$ cat src/rtl/pwm_pkg.sv
// pwm_pkg: shared defaults and channel mode encoding for the PWM bank
package pwm_pkg;

    localparam int PWM_CHANNELS   = 4;
    localparam int PWM_WIDTH      = 8;
    localparam int PWM_PRESCALE_W = 4;

    typedef enum logic {
        PWM_MODE_FIXED   = 1'b0,
        PWM_MODE_BREATHE = 1'b1
    } pwm_mode_e;

endpackage

$ cat src/rtl/pwm_channel.sv
// pwm_channel: shadow/active duty and mode, breathe stepping and output compare
module pwm_channel
    import pwm_pkg::*;
#(
    parameter int WIDTH = PWM_WIDTH
) (
    input  logic             clock,
    input  logic             reset,
    input  logic             enable,
    input  logic             wrap,
    input  logic [WIDTH-1:0] period,
    input  logic [WIDTH-1:0] count,
    input  logic             wr,
    input  logic [WIDTH-1:0] wr_duty,
    input  logic             wr_breathe,
    output logic             out
);

    logic [WIDTH-1:0] sh_duty_q, sh_duty_d;
    logic [WIDTH-1:0] act_duty_q, act_duty_d;
    pwm_mode_e        sh_mode_q, sh_mode_d;
    pwm_mode_e        act_mode_q, act_mode_d;
    logic             dir_up_q, dir_up_d;
    logic             out_q, out_d;
    logic             up_ok, dn_ok, go_up;
    logic [WIDTH-1:0] clamped, stepped;

    always_comb begin
        sh_duty_d  = wr ? wr_duty : sh_duty_q;
        sh_mode_d  = wr ? (wr_breathe ? PWM_MODE_BREATHE : PWM_MODE_FIXED) : sh_mode_q;
        up_ok      = act_duty_q < period;
        dn_ok      = act_duty_q != '0;
        go_up      = dir_up_q ? up_ok : !dn_ok;
        clamped    = act_duty_q > period ? period : act_duty_q;
        // Bounce at either end; a period lowered under the duty snaps it back to period
        stepped    = act_duty_q > period ? period :
                     go_up ? (up_ok ? act_duty_q + 1'b1 : act_duty_q) :
                             (dn_ok ? act_duty_q - 1'b1 : act_duty_q);
        act_duty_d = act_duty_q;
        act_mode_d = act_mode_q;
        dir_up_d   = dir_up_q;
        if (!enable) begin
            act_duty_d = sh_duty_q;
            act_mode_d = sh_mode_q;
        end else if (wrap) begin
            act_mode_d = sh_mode_q;
            act_duty_d = sh_mode_q == PWM_MODE_FIXED  ? sh_duty_q :
                         act_mode_q == PWM_MODE_FIXED ? clamped : stepped;
            dir_up_d   = (sh_mode_q == PWM_MODE_BREATHE && act_mode_q == PWM_MODE_BREATHE) ?
                         go_up : dir_up_q;
        end
        out_d = enable && (count < act_duty_q);
    end

    always_ff @(posedge clock) begin
        if (reset) begin
            sh_duty_q  <= '0;
            sh_mode_q  <= PWM_MODE_FIXED;
            act_duty_q <= '0;
            act_mode_q <= PWM_MODE_FIXED;
            dir_up_q   <= 1'b1;
            out_q      <= 1'b0;
        end else begin
            sh_duty_q  <= sh_duty_d;
            sh_mode_q  <= sh_mode_d;
            act_duty_q <= act_duty_d;
            act_mode_q <= act_mode_d;
            dir_up_q   <= dir_up_d;
            out_q      <= out_d;
        end
    end

    assign out = out_q;

endmodule

$ cat src/rtl/pwm_bank.sv
// pwm_bank: prescaled shared period counter, write decode and a bank of PWM channels
module pwm_bank
    import pwm_pkg::*;
#(
    parameter int CHANNELS   = PWM_CHANNELS,
    parameter int WIDTH      = PWM_WIDTH,
    parameter int PRESCALE_W = PWM_PRESCALE_W
) (
    input  logic                  clock,
    input  logic                  reset,
    input  logic                  enable,
    input  logic [PRESCALE_W-1:0] prescale,
    input  logic [WIDTH-1:0]      period,
    input  logic                  wr_en,
    input  logic [3:0]            wr_ch,
    input  logic [WIDTH-1:0]      wr_duty,
    input  logic                  wr_breathe,
    output logic [CHANNELS-1:0]   out,
    output logic                  period_tick
);

    logic [PRESCALE_W-1:0] presc_q, presc_d;
    logic [WIDTH-1:0]      cnt_q, cnt_d;
    logic                  period_tick_q, period_tick_d;
    logic                  tick, wrap;
    logic [CHANNELS-1:0]   wr_sel;

    always_comb begin
        // >= rather than == so a lowered prescale/period never runs through overflow
        tick          = enable && (presc_q >= prescale);
        wrap          = tick && (cnt_q >= period);
        presc_d       = (!enable || tick) ? '0 : presc_q + 1'b1;
        cnt_d         = (!enable || wrap) ? '0 : tick ? cnt_q + 1'b1 : cnt_q;
        period_tick_d = wrap;
        wr_sel        = '0;
        for (int i = 0; i < CHANNELS; i++) wr_sel[i] = wr_en && (wr_ch == 4'(i));
    end

    always_ff @(posedge clock) begin
        if (reset) begin
            presc_q       <= '0;
            cnt_q         <= '0;
            period_tick_q <= 1'b0;
        end else begin
            presc_q       <= presc_d;
            cnt_q         <= cnt_d;
            period_tick_q <= period_tick_d;
        end
    end

    assign period_tick = period_tick_q;

    for (genvar c = 0; c < CHANNELS; c++) begin : g_ch
        pwm_channel #(.WIDTH(WIDTH)) u_ch (
            .clock      (clock),
            .reset      (reset),
            .enable     (enable),
            .wrap       (wrap),
            .period     (period),
            .count      (cnt_q),
            .wr         (wr_sel[c]),
            .wr_duty    (wr_duty),
            .wr_breathe (wr_breathe),
            .out        (out[c])
        );
    end

endmodule

$ cat config.mk
export PLATFORM = sky130hd
export DESIGN_NAME = pwm_bank
export DESIGN_NICKNAME = d
export VERILOG_FILES = /design/src/rtl/pwm_pkg.sv /design/src/rtl/pwm_channel.sv /design/src/rtl/pwm_bank.sv
export SDC_FILE = /design/constraint.sdc
export NUM_CORES = 1
export LEC_CHECK = 0
export BUFFER_PORTS_ARGS = -buffer_cell sky130_fd_sc_hd__buf_2
export CORE_UTILIZATION = 55
export DETAILED_ROUTE_END_ITERATION = 8
export GPL_TIMING_DRIVEN = 0
export PLACE_DENSITY_LB_ADDON = 0.2
export SYNTH_ARGS = -nofsm -noshare
export SYNTH_HDL_FRONTEND = slang
export SYNTH_SLANG_ARGS = --single-unit
$ cat constraint.sdc
create_clock -name clock -period 4.95 [get_ports clock]
set_input_delay 0.2475 -clock clock [delete_from_list [all_inputs] [get_ports clock]]
set_output_delay 0.2475 -clock clock [all_outputs]
set_load 0.02 [all_outputs]
==> run summary, run 1 <==
The total nets after synthesis is 999. The post-CTS setup-driven buffer insertion count is 0. Leaving out fill and tap cells, the most frequent cells in the layout are nor2_1, dfxtp_1, ha_1.

Along the worst hold path, the cell count comes to 3. The total CTS buffers came out at 9. The minimum setup slack among reg-to-reg paths is a little over 0.9 ns. The remaining number of nets flagged by the antenna check after routing came out at 0. In this run the power density over the cells is approximately 230 nW/um^2.

The Yosys warning count is 0. The post-cts sizing count is 0. The initial DRC count came out at 590. From bottom edge to top edge, the die measures roughly 120 um. The post-route netlist has between 7 and 8% of its cells at a drive strength greater than 1. The number of antenna violations at the first check in global routing is 0. The share of flip-flops with an asynchronous set or reset after synthesis came out at 0%. The cell depth of the worst flop-to-flop path is 16. The portion of the clock cycle consumed by the worst path in the final layout is between 80% and 90%.

The count of input and output buffers is 31. The start point of the worst min-delay path is wr_duty[0]. The via count of the first global-routing pass came to approximately 6400.

The endpoint with the worst hold slack is g_ch[2].u_ch.sh_duty_q[0]. Timing analysis after detailed placement gives a worst setup slack of 0.7416 ns. The most common library cell in the layout ignoring fill and taps is nor2_1.

The total routed wirelength came out at 21810 um. The run finished with clean final reports. The largest net degree at the start of global routing is 15. The die covers between 10000 and 15000 um^2. The final routed DRC violation total came out at 0.

After the last flow step, the layout net total stands at around 1000. The initial core utilization is a little under three fifths. In this run the critical register-to-register path is captured at g_ch[1].u_ch.act_duty_q[6]. The count of final hold-check violations came to 0. The maximum count of clock buffers along a single path came out at 2.

The hold buffer count at CTS came out at 0. The number of different library cells in the post-synthesis netlist is 72. The total of endpoints with negative setup slack in the final report came out at 0. Compared with the post-synthesis result, the final layout area differs by 9.367%.

The detailed-route wire length on metal 1 is approximately 9100 um. The CTS tree is yes. The overflow left after global routing came out at 0.

The first global-routing pass estimated around 34000 um of wire. The number of primary I/O pins came out at 34. The launching element type of the critical path is a register. The critical path is of the register to register type. The number of enable flip-flop cells after synthesis is 0. The clock tree root driver cell is clkbuf_16.

Summed over all instances, the cell type with the most area after synthesis is dfxtp_1. The width of the die came out at between 100 and 150 um. The cell area after technology mapping came out at 7173 um^2.

The register clock-pin slew on the reported worst setup and hold paths is 0.07 ns. Across the run, the number of max-cap violations was 0. The highest layer used for signal routing is met4. The startpoint identified for the worst register-to-register timing path is g_ch[1].u_ch.act_duty_q[0].

The floorplan core area is approximately 13000 um^2. The count of standard-cell rows came out at approximately 40. The leakage power figure came out at 3.248 nW.

The placer congestion estimate came out at between 0.9 and 1. The cell count after synthesis is roughly 890. For the pin with the worst max-slew slack, the measured transition is between 1 and 1.5 ns.

The share of Yosys cell area claimed by the top area cell type came out at between 20% and 30%. Global routing used 33.31% of the available tracks across all layers. The worst supply voltage drop on vdd is between 200 and 250 uV. The clock insertion delay at the later pin of the skew report came out at between 0.3 and 0.4 ns. The clock period could shrink to roughly 4 ns. After synthesis, flip-flops and latches occupy 25.95% of the total area. The length of the first detailed-routing pass in iterations is 5. The number of vias per cell after detailed routing came out at about 6.5.

The data arrival at the endpoint of the critical path came out at approximately 4.3 ns. The worst endpoint required time came out at 5.23 ns. For this run, the leading register cell type out of synthesis is dfxtp_1. The type of the worst min-delay path is primary input to register.

A synthesized cell averages between 8 and 9 um^2. The sink count of the clock tree came out at between 90 and 100. The placed wire-length estimate is around 15000 um. The routed via count came out at 7200. The count of state elements after synthesis is just over 90. The post-detailed-route wirelength per cell is slightly below 20 um.

For the final routed database, the setup TNS stands at 0 ns. The worst setup path is captured at a register. The depth of the CTS H-tree came out at 3. The largest clock skew in the final design came out at around 0.010 ns. Ranked by total cell area, the synthesized netlist is headed by dfxtp_1, ha_1, mux2i_1.

Setup repair after global routing left no endpoint under its margin. The number of antenna diodes came out at 0. The headroom to the max-slew limit is 31.62%. The largest fanout on the critical path is 9. Summed over all nets, wire length on met3 after detailed routing comes to 2217 um. The worst-case setup margin in the final layout is 0.9330 ns. The fmax is ~0.25 GHz.

Wire segments on met2 add up to just under 10000 um in the final route. The final count of pins violating max slew is 0.
## final cells by class
class                      count  area, um^2
clock buffer                  12       256.5
timing repair buffer          31       155.1
fill                        1166        4826
sequential                    93        1862
multi-input combinational    703        4876
clock inverter                 3       45.04
tap                          172       215.2
buffer                        46       247.7
inverter                      50       187.7
## metal layers
metal / GRT usage [%] / up-vias
li1: - / 3394
met1: 44.24 / 3335
met2: 53.21 / 402
met3: 6.591 / 69
met4: 12.99 / 0
met5: 0 / -
## critical path, stage by stage, from the launching register on
cell	delay (ns)
dfxtp_1	0.50
inv_1	0.14
ha_1	0.21
nor2b_1	0.12
o211ai_1	0.09
a21o_1	0.17
clkbuf_1	0.19
a31oi_1	0.53
xnor2_1	0.14
ha_1	0.25
or3_1	0.38
nor4_1	0.26
nor2_1	0.07
a2111o_1	0.41
nor2_1	0.18
o221ai_1	0.12
a21oi_1	0.17
## flip-flops by register name, summed over array words and instances, names as in the netlist, 4 cells and up
name                  cells
g_ch.u_ch.sh_mode_q       4
g_ch.u_ch.out             4
g_ch.u_ch.act_mode_q      4
g_ch.u_ch.dir_up_q        4
cnt_q                     8
presc_q                   4
g_ch.u_ch.act_duty_q     32
g_ch.u_ch.sh_duty_q      32
## synth_stat cells, drive strengths merged (9+ instances only)
master and n:
nor3 29, clkbuf 37, and3 16, ha 78
nor2b 9, a21oi 49, a31oi 15, nand4 16
o31ai 11, mux2i 58, xnor2 10, o21ai 36
nor2 105, inv 49, a21o 31, and2 13
o211ai 11, nand2 62, nand2b 9, buf 9
nand3 26, dfxtp 93, a211oi 15
## cells by family after synthesis
| logic type | Yosys count | share of synthesized area, % |
|---|---|---|
| DFF | 93 | 25.96 |
| AOI/OAI and AO/OA | 236 | 22.96 |
| and+or+nand+nor | 311 | 20.76 |
| buffers and inverters | 96 | 6.070 |
| adders and majority gates | 78 | 13.61 |
| xor gates and xnor gates | 18 | 2.198 |
| muxes | 60 | 8.460 |
## worst max path at each step
stage	cells after the start	slack, ns	endpoint	startpoint
6_report	16	0.93	g_ch[1].u_ch.act_duty_q[6]	g_ch[1].u_ch.act_duty_q[0]
5_1_grt	16	0.69	g_ch[1].u_ch.act_duty_q[6]	g_ch[1].u_ch.act_duty_q[0]
4_1_cts	16	0.99	g_ch[1].u_ch.act_duty_q[6]	g_ch[1].u_ch.act_duty_q[0]
3_5_place_dp	17	0.74	g_ch[1].u_ch.act_duty_q[6]	period[1]
3_3_place_gp	17	0.79	g_ch[1].u_ch.act_duty_q[6]	period[1]
2_1_floorplan	13	1.48	g_ch[0].u_ch.act_duty_q[6]	g_ch[0].u_ch.act_duty_q[1]
## where the power goes
| group | internal [mW] | switching, mW |
|---|---|---|
| logic | 0.104 | 0.166 |
| clock network | 0.417 | 0.310 |
| registers | 0.762 | 0.0173 |
| total | 1.28 | 0.493 |
## through the flow
stage | std cells | area (um^2) | util (%) | hold slack (ns) | power (mW)
6_report | 1110 | 7845 | 61.91 | 0.2255 | 1.776
5_1_grt | 1110 | 7845 | 61.91 | 0.2243 | 1.836
4_1_cts | 1110 | 7845 | 61.91 | 0.2093 | 1.774
3_5_place_dp | 1095 | 7543 | 59.53 | 0.4544 | 1.057
3_3_place_gp | 1095 | 7543 | 59.53 | 0.4502 | 1.054
2_1_floorplan | 892 | 7173 | - | 0.3914 | 0.9730
Note: power is estimated with default switching activity, not from simulation.
==> run 2, diff against run 1 <==
==> constraint.sdc (replaced) <==
create_clock -name clock -period 3.68 [get_ports clock]
set_input_delay 0.184 -clock clock [delete_from_list [all_inputs] [get_ports clock]]
set_output_delay 0.184 -clock clock [all_outputs]
set_load 0.02 [all_outputs]
==> run 2 against run 1 <==
Cell area is 1.5% higher. Clock power up 34%. Critical path type is now primary input to register. Clock-buffer cell count did not move. Critical endpoint unchanged.
==> run summary, run 2 (synthesis gave the netlist of run 1 again) <==
The flow ran to the end, and the final reports show no timing, DRC or antenna violations. The number of vias per cell after detailed routing came out at approximately 6.4. The fmax came out at ~0.28 GHz. Before CTS, the worst setup slack after placement is -0.4649 ns. The clock tree root driver cell is clkbuf_16. The worst supply voltage drop on vdd came out at ~310 uV. The clock net in this run drives a total of 93 sinks. The maximum count of clock buffers along a single path is 2.

The cell depth of the worst flop-to-flop path is 15. The slew of the pin with the lowest slew margin came out at 1.020 ns. For this run, design rule violations remaining after detail routing come to 0. The routed via count came out at between 7000 and 8000.

The H-tree was split into 3 levels. The count of final hold-check violations is 0. The first global-routing pass estimated about 34000 um of wire. The filler cells instantiated in the layout total roughly 1100. The initial core utilization is between 50% and 60%. The total of endpoints with negative setup slack in the final report is 0. The largest clock skew in the final design came out at 0.008188 ns. The type of the worst min-delay path is primary input to register. The number of cells on the worst hold path is 3.

The data arrival at the endpoint of the critical path came out at around 3.9 ns. The number of antenna violations at the first check in global routing is 0. The end of the worst register-to-register path is g_ch[1].u_ch.act_duty_q[6]. The number of antenna diodes came out at 0. The number of primary I/O pins is 34. After layout, the worst path uses a little over nine tenths of the clock period. At the end of routability-driven placement, the weighted congestion stood at approximately 0.94. The master of the slowest instance on the critical path is ha_1. The worst register-to-register path begins at g_ch[1].u_ch.act_duty_q[0]. The start point of the worst min-delay path is wr_duty[0]. The global-route total usage across every layer is approximately 33%. The net count of the finished layout is roughly 1000. The worst endpoint required time came out at between 3 and 4 ns. The die outline area came out at ~14000 um^2.

The path type of the worst setup path is primary input to register. Walking the worst path, the cells encountered are buf_2, clkinvlp_4, ha_1, a21oi_1, o21ai_0, nor2_2, a31oi_4, xnor2_1, ha_1, or3_1, nor4_1, nor2_1, a2111o_1, nor2_1, o221ai_1, a21oi_1. The library cell used most frequently in the layout, excluding fill and tap cells, is nor2_1. In this run the power density over the cells is roughly 300 nW/um^2.

In this run the vertical extent of the chip is ~120 um. The path with the worst hold slack has its endpoint at g_ch[2].u_ch.sh_duty_q[0]. The clock insertion delay at the later pin of the skew report came out at roughly 0.35 ns.

The launching element type of the critical path is a primary input. Cells with a size suffix above 1 make up between 10% and 20% of the layout. The largest net degree at the start of global routing is 15.

The overflow left after global routing came out at 0. The total routed wirelength came out at between 20000 and 25000 um. The length of the first detailed-routing pass in iterations is 5. The source of the critical timing path is period[5].

In this run, placement finished with an instance count of roughly 1100. The time the worst path needs with I/O delays and setup is between 3 and 4 ns. The number of max-cap violations is 0.

The worst stage delay on the critical path is between 0.4 and 0.5 ns. The register clock-pin slew on the reported worst setup and hold paths is ~0.070 ns. The critical path endpoint category is a register. The placed wire-length estimate is around 15000 um. The largest registers in the layout are g_ch.u_ch.act_duty_q: 32 flops, g_ch.u_ch.sh_duty_q: 32 flops, cnt_q: 8 flops. The number of standard cells in the final layout excluding fillers is around 1100. After the first detailed-routing iteration, the DRC count stood at approximately 580.

The count of input and output buffers came out at 31. The setup check on the worst reg-to-reg path leaves a slack of around 0.12 ns. Compared with the post-synthesis result, the final layout area differs by 11.06%. The leakage power figure came out at ~3.3 nW. Row generation in the floorplan step produced 41 rows. TritonCTS built the clock tree.

The via count of the first global-routing pass is about 6400. The post-detailed-route wirelength per cell came out at 19.79 um. The headroom to the max-slew limit is 31.78%.

Setup repair after global routing could not meet its margin everywhere. In the layout the commonest cells are nor2_1, dfxtp_1, ha_1. The total CTS buffers is 9. Once detail routing completed, the nets flagged for antenna violations numbered 0. From left edge to right edge, the die measures 116.2 um.

The worst-case setup margin in the final layout is approximately 0.10 ns. The total area inside the core boundary comes to around 13000 um^2. The final count of pins violating max slew was 0. The largest fanout on the critical path came out at 8.
run 2: cell types whose count changed in the layout (fill, tap and decap cells not counted), moves of 2 or more:
cell / previous run / this run
dfxtp_1: 93 / 89
dfxtp_2: 0 / 4
a2111oi_0: 8 / 6
a31oi_1: 15 / 13
buf_4: 5 / 7
clkbuf_1: 34 / 32
nor3_1: 29 / 27
run 2: area by class of cell:
cell class,count,area [um^2],share of cell area (%)
buffer,45,245.2,3.078
clock buffer,12,256.5,3.220
clock inverter,3,45.04,0.5654
inverter,50,191.4,2.403
multi-input combinational,703,4976,62.46
sequential,93,1867,23.43
tap,172,215.2,2.701
timing repair buffer,33,170.2,2.136
run 2: report_power, final:
group	switching (mW)	internal, mW	leakage [nW]
clock	0.414	0.561	0.141
combinational	0.226	0.145	2.38
sequential	0.0240	1.03	0.755
run 2: repair_timing:
action	in CTS	in global routing
hold buffers	0	0
buffers inserted	0	2
resized for setup	9	19
pin swaps	0	3
setup endpoints to repair	5	11
run 2: worst max-delay path: cells and delay by family:
kind | cells | cell delay (ns)
xor gates and xnor gates | 1 | 0.17
buffers and inverters | 2 | 0.45
and+or+nand+nor | 5 | 1.24
adders and majority gates | 2 | 0.67
AOI/OAI and AO/OA | 6 | 1.13
run 2: worst max-delay path by stage:
stage                                 end  slack [ns]  cells past startpoint
2_1_floorplan  g_ch[0].u_ch.act_duty_q[6]        0.21                     13
3_3_place_gp   g_ch[1].u_ch.act_duty_q[6]       -0.42                     17
3_5_place_dp   g_ch[1].u_ch.act_duty_q[6]       -0.46                     17
4_1_cts        g_ch[1].u_ch.act_duty_q[6]        0.01                     14
5_1_grt        g_ch[1].u_ch.act_duty_q[6]       -0.04                     14
6_report       g_ch[1].u_ch.act_duty_q[6]        0.10                     16
run 2: routing by layer:
| layer | GRT usage, % | part of all wire, % | wire length, um | up-vias |
|---|---|---|---|---|
| met1 | 44.47 | 41 | 9013 | 3264 |
| met3 | 6.591 | 10 | 2244 | 70 |
| li1 | - | - | - | 3388 |
| met5 | 0 | 0 | 0 | - |
| met2 | 53.53 | 45 | 9859 | 388 |
| met4 | 12.91 | 3.9 | 864 | 0 |
run 2: stage by stage:
| step | area [um^2] | hold WS [ns] | TNS, ns | power, mW | utilization [%] |
|---|---|---|---|---|---|
| floorplan | 7173 | 0.3279 | 0 | 1.309 | - |
| global placement | 7543 | 0.4502 | -1.257 | 1.418 | 59.53 |
| detailed placement | 7543 | 0.4544 | -1.450 | 1.422 | 59.53 |
| CTS | 7876 | 0.1458 | 0 | 2.390 | 62.16 |
| global route | 7966 | 0.1608 | -0.07950 | 2.481 | 62.87 |
| finish | 7966 | 0.1715 | 0 | 2.396 | 62.87 |
==> run 3, diff against run 2 <==
==> constraint.sdc (replaced) <==
create_clock -name clock -period 3 [get_ports clock]
set_input_delay 0.15 -clock clock [delete_from_list [all_inputs] [get_ports clock]]
set_output_delay 0.15 -clock clock [all_outputs]
set_load 0.02 [all_outputs]
==> run 3 against run 2 <==
The run now ends with setup timing left. Combinational power is 41% higher. Routed wire length rose by 6.3%. Cell count up 2.9%. Critical endpoint is now g_ch[0].u_ch.act_duty_q[6]. Largest cell class unchanged. Largest power group is now clock.
==> run summary, run 3 (synthesis gave the netlist of run 1 again) <==
The flow ran to the end, but the final reports show violations. The checks that failed: setup timing. The share of total power in sequential cells is between 30 and 40%.

Traced cell by cell, the critical path runs through buf_6, or4_4, or4_4, or3_4, o31ai_4, xnor2_1, ha_2, or4_4, nor3_4, mux2_4, a2111oi_4, a21oi_2, a211oi_2. The net switching power is roughly 850 uW. In this design, the largest share of critical-path delay is due to simple AND/OR/NAND/NOR gates. The post-detailed-route wirelength per cell came out at between 20 and 25 um. The sink count of the clock tree came out at between 90 and 100. The final net count is 1074.

The launching element type of the critical path is a register. After clock tree synthesis, the clock-pin slew on the worst setup and hold paths is about 0.070 ns. The worst-case setup margin in the final layout is -0.3546 ns. The global-route total usage across every layer is a little over a third.

The remaining number of nets flagged by the antenna check after routing came out at 0. The wire length of the first global-routing pass came out at between 30000 and 40000 um. TritonCTS built the clock tree. Tracing the worst setup path back leads to its startpoint at g_ch[0].u_ch.act_duty_q[1]. In the final layout, the registers with the most flip-flops are g_ch.u_ch.act_duty_q: 32 flops, g_ch.u_ch.sh_duty_q: 32 flops, cnt_q: 8 flops. The slowest stage of the critical path belongs to the cell or4_4. The clock reaches the later pin of the worst-skew pair after 0.36 ns. The minimum setup slack among reg-to-reg paths is -0.35 ns. The top cell types in the final layout, fill and taps aside, are nor2_1, dfxtp_1, ha_1.

The part of the total power dissipated in the clock network is 44.2%. Following the worst setup path forward leads to its endpoint at g_ch[0].u_ch.act_duty_q[6]. The overflow left after global routing came out at 0. The routed via count is ~7400.

Using the TritonRoute via totals, the vias-per-cell ratio works out to 6.473. The depth of the CTS H-tree came out at 3. Row generation in the floorplan step produced a little over 40 rows. The number of antenna violations at the first check in global routing came to 1. The maximum count of clock buffers along a single path came out at 2. Entering global routing, the biggest net connects 15 pins. The initial core utilization came out at between 50 and 60%. The synthesis-to-layout area growth came out at 20.48%. The die extent in y is 116.2 um.

The total of endpoints with negative setup slack in the final report came out at 8. In this design, the stage delay of the slowest critical-path cell is 0.50 ns. The total CTS buffers is 9. In this run the worst path has a maximum fanout of 3. The count of input and output buffers is 31. The cell depth of the worst flop-to-flop path came out at 13. Leaving out fill and tap cells, the most frequent cell in the layout is nor2_1. The critical path endpoint category is a register. The slew of the pin with the lowest slew margin came out at approximately 1.0 ns. The number of antenna diodes is 0. The worst supply voltage drop on vdd came out at 309.1 uV. The worst setup path is of the register to register kind.

The critical path crosses 13 cells after its start point. For this design the static power due to leakage is roughly 3.6 nW. The fraction of power spent switching nets came out at roughly a quarter. After detailed placement, the total cell area comes to 7624 um^2. Based on the critical path, the design can be clocked at up to 0.2981 GHz.

After floorplanning, the core was sized to cover between 10000 and 15000 um^2. The headroom to the max-slew limit is between 30% and 40%. The number of max-cap violations came out at 0.

The first TritonRoute pass finished after 5 iterations. The hold buffer count at CTS came out at 0. The wire-length estimate of the detail-placed layout is roughly 15000 um. After filler insertion, the fill cell instance count of the layout stands at 1032.

The placer congestion estimate came out at roughly 0.93. The power density over the cells is approximately 370 nW/um^2. The total routed wirelength came out at between 20000 and 25000 um. The tree is rooted in a clkbuf_16. The cell internal power dissipation is ~2.4 mW. The final count of pins violating max slew came out at 0.

In this run the critical register-to-register path is captured at g_ch[0].u_ch.act_duty_q[6]. The largest clock skew in the final design came out at about 0.0093 ns. The cell that appears most often on the critical path is or4_4. Setup repair after global routing could not meet its margin everywhere. After routing the design area is approximately 8600 um^2. The width of the die is between 100 and 150 um.

34 I/O pins were placed. In this run the critical register-to-register path is launched from g_ch[0].u_ch.act_duty_q[1]. After layout, the minimum clock period comes to about 3.4 ns. The worst endpoint required time is ~3.3 ns. The via count of the first global-routing pass is 6755. The data arrival at the endpoint of the critical path came out at roughly 3.6 ns. The min-delay analysis places its worst path in the category primary input to register. In the final timing run, aggregate negative setup slack is -1.321 ns. The portion of the clock cycle consumed by the worst path in the final layout came out at 111.8%. The final routed DRC violation total came out at 0. The die outline area came out at approximately 14000 um^2. The count of final hold-check violations is 0.

The combinational share of power is 16.1%. Together, buffers and inverters on the worst path number 1. Cells with a size suffix above 1 make up 19.16% of the layout. In this run, the number of DRC markers left after iteration 0 of detailed routing was 590.
[run 3: worst reg2reg max path, cell delays in order, from the launching register on]
cell       delay, ns
dfxtp_2         0.33
buf_6           0.11
or4_4           0.51
or4_4           0.43
or3_4           0.36
o31ai_4         0.09
xnor2_1         0.16
ha_2            0.22
or4_4           0.14
nor3_4          0.04
mux2_4          0.28
a2111oi_4       0.30
a21oi_2         0.10
a211oi_2        0.21
[run 3: final cells by class]
cell class | instances | area [um^2] | area share, %
Buffer | 46 | 285.3 | 3.301
Clock buffer | 11 | 242.7 | 2.809
Clock inverter | 4 | 120.1 | 1.390
Inverter | 50 | 195.2 | 2.259
Multi-Input combinational cell | 703 | 5259 | 60.85
Sequential cell | 93 | 1891 | 21.88
Tap cell | 172 | 215.2 | 2.490
Timing Repair Buffer | 64 | 434.2 | 5.024
[run 3: worst min path at each step]
stage	slack, ns	depth (start not counted)	to	start
floorplan	0.29	2	g_ch[1].u_ch.sh_duty_q[0]	wr_duty[0]
global placement	0.45	1	presc_q[0]	presc_q[0]
detailed placement	0.47	3	g_ch[1].u_ch.sh_duty_q[0]	wr_duty[0]
CTS	0.11	3	g_ch[1].u_ch.sh_duty_q[0]	wr_duty[0]
global route	0.13	3	g_ch[2].u_ch.sh_duty_q[0]	wr_duty[0]
finish	0.12	3	g_ch[0].u_ch.sh_duty_q[0]	wr_duty[0]
[run 3: power by group through the flow]
stage / Sequential [mW] / Combinational (mW) / Clock (mW)
floorplan: 1.30 / 0.308 / 0
global placement: 1.31 / 0.431 / 0
finish: 1.28 / 0.523 / 1.43
CTS: 1.28 / 0.480 / 1.42
global route: 1.29 / 0.567 / 1.47
detailed placement: 1.31 / 0.436 / 0
[run 3: what timing repair did]
| action | in CTS | in global routing |
|---|---|---|
| pin swaps | 20 | 15 |
| resized for setup | 48 | 52 |
| hold endpoints to repair | 0 | 0 |
| buffers inserted | 24 | 9 |
| gates cloned | 0 | 0 |
| setup endpoints to repair | 30 | 27 |
[run 3: through the flow]
stage | util [%] | hold WS, ns | total power, mW | std cells | worst slack (ns)
5_1_grt | 68.20 | 0.1310 | 3.322 | 1143 | -0.4877
3_5_place_dp | 60.17 | 0.4660 | 1.750 | 1095 | -0.7673
2_1_floorplan | - | 0.2939 | 1.613 | 892 | -0.3426
3_3_place_gp | 60.17 | 0.4519 | 1.745 | 1095 | -0.7291
4_1_cts | 66.10 | 0.1129 | 3.189 | 1134 | -0.3825
6_report | 68.20 | 0.1181 | 3.238 | 1143 | -0.3546
[run 3: routing by layer]
metal	vias to the layer above	global-route usage (%)	wire (um)
met5	-	0	0
met4	0	15.38	1166
met3	98	7.006	2282
met2	420	55.91	10410
met1	3427	45.54	9506
li1	3454	-	-
